`config.mk`:
```
export PLATFORM = sky130hd
export DESIGN_NAME = mux_scan_n1
export DESIGN_NICKNAME = d
export VERILOG_FILES = /design/src/rtl/mux_scan_n1.sv
export SDC_FILE = /design/constraint.sdc
export NUM_CORES = 1
export LEC_CHECK = 0
export CAP_MARGIN = 30
export CELL_PAD_IN_SITES_DETAIL_PLACEMENT = 1
export CELL_PAD_IN_SITES_GLOBAL_PLACEMENT = 1
export CORE_MARGIN = 3
export CORE_UTILIZATION = 40
export CTS_BUF_LIST = sky130_fd_sc_hd__clkbuf_2
export CTS_CLUSTER_DIAMETER = 120
export CTS_CLUSTER_SIZE = 24
export DETAILED_ROUTE_END_ITERATION = 6
export PLACE_DENSITY = 0.83
export SETUP_SLACK_MARGIN = 0.2
export SYNTH_ARGS = -nofsm -noshare
export SYNTH_HDL_FRONTEND = slang
export SYNTH_SLANG_ARGS = --single-unit
```
`constraint.sdc`:
```
create_clock -name clk -period 3.24 [get_ports clk]
set_input_delay 0.324 -clock clk [delete_from_list [all_inputs] [get_ports clk]]
set_output_delay 0.324 -clock clk [all_outputs]
set_load 0.03 [all_outputs]
```
`src/rtl/mux_scan_n1.sv`:
```
// Registered N:1 bit selector with a manual mode and a divided auto-scan sequencer.
// Optional macro MUX_SCAN_DIR_EN adds a scan_dir input for down-counting scans.
module mux_scan_n1 #(
  parameter int N     = 35,
  parameter int SEL_W = 6,
  parameter int DIV   = 1000,
  parameter int DIV_W = 16
) (
  input  logic             clk,
  input  logic             rst_n,
  input  logic [N-1:0]     data_in,
  input  logic             mode,
  input  logic             enable,
  input  logic [SEL_W-1:0] sel_in,
`ifdef MUX_SCAN_DIR_EN
  input  logic             scan_dir,
`endif
  output logic             out_bit,
  output logic [SEL_W-1:0] cur_sel,
  output logic             step,
  output logic             wrap,
  output logic             err
);

  localparam logic [SEL_W-1:0] LAST     = SEL_W'(N - 1);
  localparam logic [DIV_W-1:0] DIV_LAST = DIV_W'(DIV - 1);

  typedef enum logic {MANUAL = 1'b0, SCAN = 1'b1} state_t;

  state_t             r_state, w_state_next;
  logic [DIV_W-1:0]   r_div, w_div_next;
  logic [SEL_W-1:0]   r_sel, w_sel_next;
  logic               r_out, w_out_next;
  logic               r_step, w_step_next;
  logic               r_wrap, w_wrap_next;
  logic               r_err, w_err_next;

  // Zero-padded copy of data_in so any SEL_W-bit index is in range.
  logic [2**SEL_W-1:0] w_data_pad;
  generate
    for (genvar gi = 0; gi < 2**SEL_W; gi++) begin : g_pad
      if (gi < N) begin : g_bit
        assign w_data_pad[gi] = data_in[gi];
      end else begin : g_zero
        assign w_data_pad[gi] = 1'b0;
      end
    end
  endgenerate

  logic             w_dir_down;
  logic [SEL_W-1:0] w_start;
  logic [SEL_W-1:0] w_next_idx;
  logic             w_is_wrap;

`ifdef MUX_SCAN_DIR_EN
  assign w_dir_down = scan_dir;
`else
  assign w_dir_down = 1'b0;
`endif

  assign w_start    = w_dir_down ? LAST : '0;
  assign w_is_wrap  = w_dir_down ? (r_sel == '0) : (r_sel == LAST);
  assign w_next_idx = w_dir_down ? ((r_sel == '0) ? LAST : r_sel - SEL_W'(1))
                                 : ((r_sel == LAST) ? '0 : r_sel + SEL_W'(1));

  always_ff @(posedge clk or negedge rst_n) begin
    if (!rst_n) begin
      r_state <= MANUAL;
      r_div   <= '0;
      r_sel   <= '0;
      r_out   <= 1'b0;
      r_step  <= 1'b0;
      r_wrap  <= 1'b0;
      r_err   <= 1'b0;
    end else begin
      r_state <= w_state_next;
      r_div   <= w_div_next;
      r_sel   <= w_sel_next;
      r_out   <= w_out_next;
      r_step  <= w_step_next;
      r_wrap  <= w_wrap_next;
      r_err   <= w_err_next;
    end
  end

  // r_state is the mode last applied on an enabled edge, so a mode change made
  // while frozen still triggers its entry actions once enable returns.
  always_comb begin
    w_state_next = r_state;
    w_div_next   = r_div;
    w_sel_next   = r_sel;
    w_out_next   = r_out;
    w_step_next  = 1'b0;
    w_wrap_next  = 1'b0;
    w_err_next   = r_err;
    if (enable) begin
      w_state_next = mode ? SCAN : MANUAL;
      if (!mode) begin
        w_div_next = '0;
        w_sel_next = sel_in;
        if (sel_in > LAST) begin
          w_out_next = 1'b0;
          w_err_next = 1'b1;
        end else begin
          w_out_next = w_data_pad[sel_in];
          w_err_next = 1'b0;
        end
      end else if (r_state == MANUAL) begin
        w_div_next = '0;
        w_sel_next = w_start;
        w_out_next = w_data_pad[w_start];
        w_err_next = 1'b0;
      end else begin
        w_err_next = 1'b0;
        if (r_div == DIV_LAST) begin
          w_div_next  = '0;
          w_sel_next  = w_next_idx;
          w_out_next  = w_data_pad[w_next_idx];
          w_step_next = 1'b1;
          w_wrap_next = w_is_wrap;
        end else begin
          w_div_next = r_div + DIV_W'(1);
          w_out_next = w_data_pad[r_sel];
        end
      end
    end
  end

  assign out_bit = r_out;
  assign cur_sel = r_sel;
  assign step    = r_step;
  assign wrap    = r_wrap;
  assign err     = r_err;

endmodule
```
==> results.json <==
{
  "intPower_mw": 0.6635,
  "worstPathArrival_ns": 3.07,
  "synth.distinct_cells": 62,
  "place_hpwl_um": 6552,
  "cellPowerDensity_mw_per_mm2": 356.7,
  "netlist_top_cells_count": "nor2_1, dfrtp_1, nand2_1",
  "p_leak_nw": 1.296,
  "drv_slew": 0,
  "hold_buffers": 0,
  "start_util_pct": 42.51,
  "hold_class": "input pin to asynchronous set/reset pin",
  "ant_nets": 0,
  "synthArstFlopShare_pct": 100.0,
  "numPortBuffers": 54,
  "slowest_stage": "ha_1",
  "drt-vias-per-instance": 6.249,
  "ys.flop_type": "dfrtp_1",
  "slew_headroom_pct": 56.70,
  "synth_area_per_cell_um2": 9.145,
  "r2r_end": "out_bit",
  "slowest_delay_ns": 0.58,
  "ioPinCount": 55,
  "cp_max_fo": 15,
  "cts_resized": 0,
  "fin_crit_ns": 2.779,
  "clock_skew_ns": 0.03974,
  "cp.depth": 7,
  "ctsLongestPathBuffers": 2,
  "grt_util_all_layers_pct": 23.17,
  "area_delta_synth_final_pct": 23.96,
  "dp_slack_ns": 0.3672,
  "rows": 28,
  "worstReg2RegStart": "cur_sel[0]",
  "gp_congestion": 0.8713,
  "p_comb_share_pct": 54.1,
  "yosys_warnings": 0,
  "die_y_um": 86.72,
  "crit_buf_inv": 1,
  "grt_pass1_vias": 2565,
  "grt_overflow": 0,
  "routed_wl_um": 8533,
  "synth-edff-count": 0,
  "required_ns": 3.53,
  "dr.pass1.iters": 5,
  "h-tree-depth": 1,
  "antenna_found_initial": 0,
  "ir_worst_vdd_mv": 0.2788,
  "synthCells": 285,
  "diodes": 0,
  "yosysTopAreaCellShare_pct": 25.92,
  "grt_max_degree": 38,
  "tightest_slew_ns": 0.6475,
  "reg2reg_slack_ns": 0.46,
  "synth.ff_latch_count": 27,
  "post-route-period-util_pct": 85.78,
  "p_clk_share_pct": 12.5,
  "worstSetupPathType": "register to register",
  "start_kind": "register",
  "grt_pass1_wl_um": 13790,
  "core_mm2": 0.006131,
  "worst_skew_pair.late_latency_ns": 0.40,
  "hold-worst-slack_ns": 0.2271,
  "path_clk_slew_ns": 0.31,
  "dieWidth_um": 86.72,
  "synth_top_area_cell": "dfrtp_1",
  "end_kind": "register",
  "cts_tree": "yes",
  "ff2ff_path_depth": 7,
  "crit_path_start": "cur_sel[0]",
  "cts_setup_buffers": 0,
  "design.die.area_mm2": 0.007520,
  "p_sw_mw": 0.4889,
  "numCtsBuffers": 3,
  "synth_most_common_cell": "nor2_1",
  "drtIter0Drc": 149,
  "drv_cap": 0,
  "rsz0062_at_grt": "false",
  "outcome": "completed",
  "p_sw_share_pct": 42.42,
  "hold_violations": 0,
  "setup_viol": 0,
  "fin_ws_ns": 0.4608,
  "vias": 2562,
  "finalSetupTns_ns": 0,
  "synth-seq-area-share_pct": 25.92,
  "nets": 384,
  "crit_top_cell": "a31oi_1",
  "post_drt_wl_per_cell_um": 20.81,
  "cp-endpoint": "out_bit",
  "seqPwrFrac_pct": 33.4,
  "syn_nets": 333,
  "clock_sinks": 27,
  "fmax_mhz": 359.8,
  "drive_above_1_share_pct": 10.75,
  "drc": 0,
  "synth_area_mm2": 0.002606,
  "synth_area_leaders": "dfrtp_1, mux4_2, mux2i_1",
  "clockRootBuffer": "clkbuf_2",
  "cp_cell_sequence": "clkinv_1 > ha_1 > a21oi_1 > a31oi_1 > a2111o_1 > a31oi_1 > o31ai_1",
  "cp_top_family": "compound AO/OA/AOI/OAI gates"
}
-- state kept, by name, summed over array words and instances (netlist names) --
name and count:
r_div 16, cur_sel 6, err 1, out_bit 1, r_state 1, step 1, wrap 1
-- area by class of cell --
type / count / area (um2)
well taps: 75 / 93.84
repair buffers: 63 / 611.8
multi-input cells: 227 / 1774
fillers: 719 / 2900
clock buffers: 3 / 15.01
inverters: 14 / 52.55
clock inverters: 1 / 7.507
flip-flops and latches: 27 / 675.6
-- routing by layer --
| layer | wire length (um) | global-route usage [%] | vias up |
|---|---|---|---|
| met5 | 0 | 0 | - |
| met3 | 442 | 2.281 | 6 |
| li1 | - | - | 1188 |
| met4 | 68 | 4.108 | 0 |
| met2 | 4016 | 37.07 | 72 |
| met1 | 4004 | 34.32 | 1296 |
-- cells by family after synthesis --
logic type / count (synthesis) / share of synthesized area (%)
adder cells (fa/ha/maj): 3 / 1.440
flip-flops: 27 / 25.92
AND/OR/NAND/NOR: 104 / 20.69
AO/OA/AOI/OAI: 72 / 21.41
XOR/XNOR: 14 / 4.705
buffers and inverters: 31 / 6.001
multiplexers: 34 / 19.83
-- through the flow --
step | power (mW) | cells | util, % | cell area [um2]
floorplan | 0.7869 | 285 | - | 2606
global placement | 0.9892 | 406 | 52.27 | 3204
detailed placement | 1.003 | 406 | 52.27 | 3204
CTS | 1.145 | 410 | 52.63 | 3227
global route | 1.220 | 410 | 52.69 | 3231
finish | 1.152 | 410 | 52.69 | 3231
-- worst min-delay path by stage --
stage / startpoint / end / cells past startpoint
finish: rst_n / r_div[4] / 2
global route: rst_n / r_div[4] / 2
CTS: rst_n / r_div[1] / 2
detailed placement: r_div[0] / r_div[0] / 1
global placement: r_div[0] / r_div[0] / 1
floorplan: rst_n / cur_sel[0] / 0
-- power groups by stage --
stage	registers (mW)	clock network (mW)	logic [mW]
floorplan	0.416	0	0.371
global placement	0.389	0	0.600
detailed placement	0.390	0	0.614
CTS	0.384	0.145	0.616
global route	0.388	0.159	0.674
finish	0.385	0.144	0.624
-- layout by cell type, fill, tap and decap left out, types with 5 or more instances in the layout --
| cell | n |
|---|---|
| mux2i_1 | 16 |
| nand4_1 | 7 |
| dfrtp_1 | 27 |
| mux2_2 | 5 |
| and2_1 | 5 |
| nand3_1 | 9 |
| a221oi_1 | 5 |
| nand2b_1 | 5 |
| xor2_1 | 11 |
| mux4_2 | 11 |
| a21oi_1 | 9 |
| nor2_1 | 30 |
| and3_1 | 5 |
| nand2_1 | 24 |
| o21ai_0 | 12 |
| inv_1 | 13 |
| buf_4 | 8 |
| clkdlybuf4s50_1 | 54 |
(Power assumes the default switching activity.)
==> RTL edit: new RTL, same flow settings <==
The parameter `DIV_W` goes from 16 to 32.
--- a/src/rtl/mux_scan_n1.sv
+++ b/src/rtl/mux_scan_n1.sv
@@ -4,7 +4,7 @@
   parameter int N     = 35,
   parameter int SEL_W = 6,
   parameter int DIV   = 1000,
-  parameter int DIV_W = 16
+  parameter int DIV_W = 32
 ) (
   input  logic             clk,
   input  logic             rst_n,
Function: no difference found for any inputs over 10 cycles, from zero or initial values and one cycle with rst_n low; that may be too few to reach the edited logic, so the function may still have changed.
==> RTL edit against the original RTL <==
Sequential cell count up 16. Total power up 38%. Synthesized area up 32%. Routed wire length up 22%. Synthesized cell count up 33%. Global-route usage down 1.3 points. Setup slack better by 0.18 ns. Die area up 30%. Count of clock-buffer cells in the layout up 2. Sequential power up 57%. Final area up 29%. Via count up 27%. Clock power up 130%. Critical path type unchanged.
==> RTL edit: results (changes against the original RTL) <==
Routing
  • DRT iter0 DRCs: 132 (was 149)
  • Drt pass-1 iters: 4 (was 5)
  • DR vias: 3262 (was 2562)
  • Met2 WL: 5.41 mm (was 4.02 mm)
  • Post-DR wirelength/cell: 19.4 µm (was 20.8 µm)
  • Routed wl met3: 436 µm (was 442 µm)

Synthesis
  • Sequential share of the synthesized area: 31.2% (was 25.9%)
  • Post-synth top cells: 45 x nor2_1, 43 x dfrtp_1, 30 x nand2_1, 23 x nand3_1, 22 x xor2_1 (was 30 x nor2_1, 27 x dfrtp_1, 24 x nand2_1, 16 x mux2i_1, 13 x inv_1)
  • Top post-synthesis cells by area: dfrtp_1 31%, mux4_2 10%, xor2_1 5.6% (was dfrtp_1 26%, mux4_2 9.5%, mux2i_1 6.1%)
  • #FFs+latches synth: 43 (was 27)
  • Synth Area in XOR/XNOR: 7.37% (was 4.70%)
  • Compound-Gate Fraction of Synth Area: 16.7% (was 21.4%)
  • Synthesized-area fraction occupied by adder cells: 1.09% (was 1.44%)
  • Synth Net Count: 428 (was 333)
  • Multiplexer area fraction after synthesis: 13.1% (was 19.8%)

CTS
  • CTS HTree Levels: 2 (was 1)
  • CTS buffer count: 5 (was 3)
  • Clock transition at path regs: 0.25 ns (was 0.31 ns)
  • Clk Latency, worst-skew pair: 0.43 ns (was 0.40 ns)
  • Root Buffer: clkbuf_2 (unchanged)

Pwr
  • Clock power share: 20.3% (was 12.5%)
  • Pint: 0.981 mW (was 0.664 mW)
  • VDD IR max: 162 µV (was 279 µV)
  • P_seq: 0.606 mW (was 0.385 mW)

Finish
  • Share of layout cells above drive strength 1: 11.4% (was 10.7%)
  • Buffers, non-clock: 65 (was 63)
  • Multi-input gates: 302 (was 227)
  • Max reg flops: 32 (was 16)
  • Final Net Count: 477 (was 384)
  • Invs w/o clock: 12 (was 14)
  • Multi-input combinational area share: 52.9% (was 54.9%)
  • FF+latch area: 0.00108 mm² (was 676 µm²)
  • Fill count: 987 (was 719)
  • Non-Clock Buffer Area Fraction: 15.3% (was 18.9%)
  • Layout clock area frac: 1.66% (was 0.697%)

Worst setup path
  • Reg-to-Reg Start: cur_sel[0] (unchanged)
  • Critical Path AT: 2.95 ns (was 3.07 ns)
  • FF-to-FF setup slack: 0.64 ns (was 0.46 ns)
  • R2r worst-path depth: 9 (was 7)
  • Worst path slowest cell: dfrtp_1 (was ha_1)
  • Crit path largest cell delay: 0.43 ns (was 0.58 ns)
  • CP max FO: 36 (was 15)

STA
  • Worst clock skew: 0.0234 ns (was 0.0397 ns)
  • Slew @ Worst Pin: 0.614 ns (was 0.647 ns)

Global routing
  • GR Layer Usage met1: 26.5% (was 34.3%)
  • Largest net degree at the start of global routing: 37 (was 38)
  • First-pass GRT wire length: 17.3 mm (was 13.8 mm)
  • Vias in the first global route: 3442 (was 2565)
  • Met3 Track Usage GR: 2.34% (was 2.28%)

Placed design
  • Placer Congestion: 0.903 (was 0.871)
  • Dpl hpwl: 8.07 mm (was 6.55 mm)

Outcome
  • Status: finished, final reports clean (unchanged)
[RTL edit: metrics by stage]
step	instances	worst slack [ns]	power (mW)	hold WS [ns]	area [µm²]
final	535	0.644	1.59	0.273	4150
after global routing	535	0.372	1.69	0.260	4150
after CTS	535	0.633	1.60	0.260	4150
after detailed placement	526	0.511	1.28	0.247	4070
after global placement	525	0.553	1.26	0.525	4050
after floorplan	380	0.575	1.05	0.0284	3440
[RTL edit: how the worst max path moves through the flow]
stage / endpoint / slack, ns / start
2_1_floorplan: out_bit / 0.57 / cur_sel[0]
3_3_place_gp: out_bit / 0.55 / sel_in[0]
3_5_place_dp: out_bit / 0.51 / sel_in[0]
4_1_cts: out_bit / 0.63 / cur_sel[0]
5_1_grt: out_bit / 0.37 / cur_sel[0]
6_report: out_bit / 0.64 / cur_sel[0]
[RTL edit: what timing repair did]
action | in CTS | in global routing
buffers inserted | 0 | 0
hold buffers | 1 | 0
endpoints found under the hold margin | 13 | 0
gates resized for setup | 0 | 0
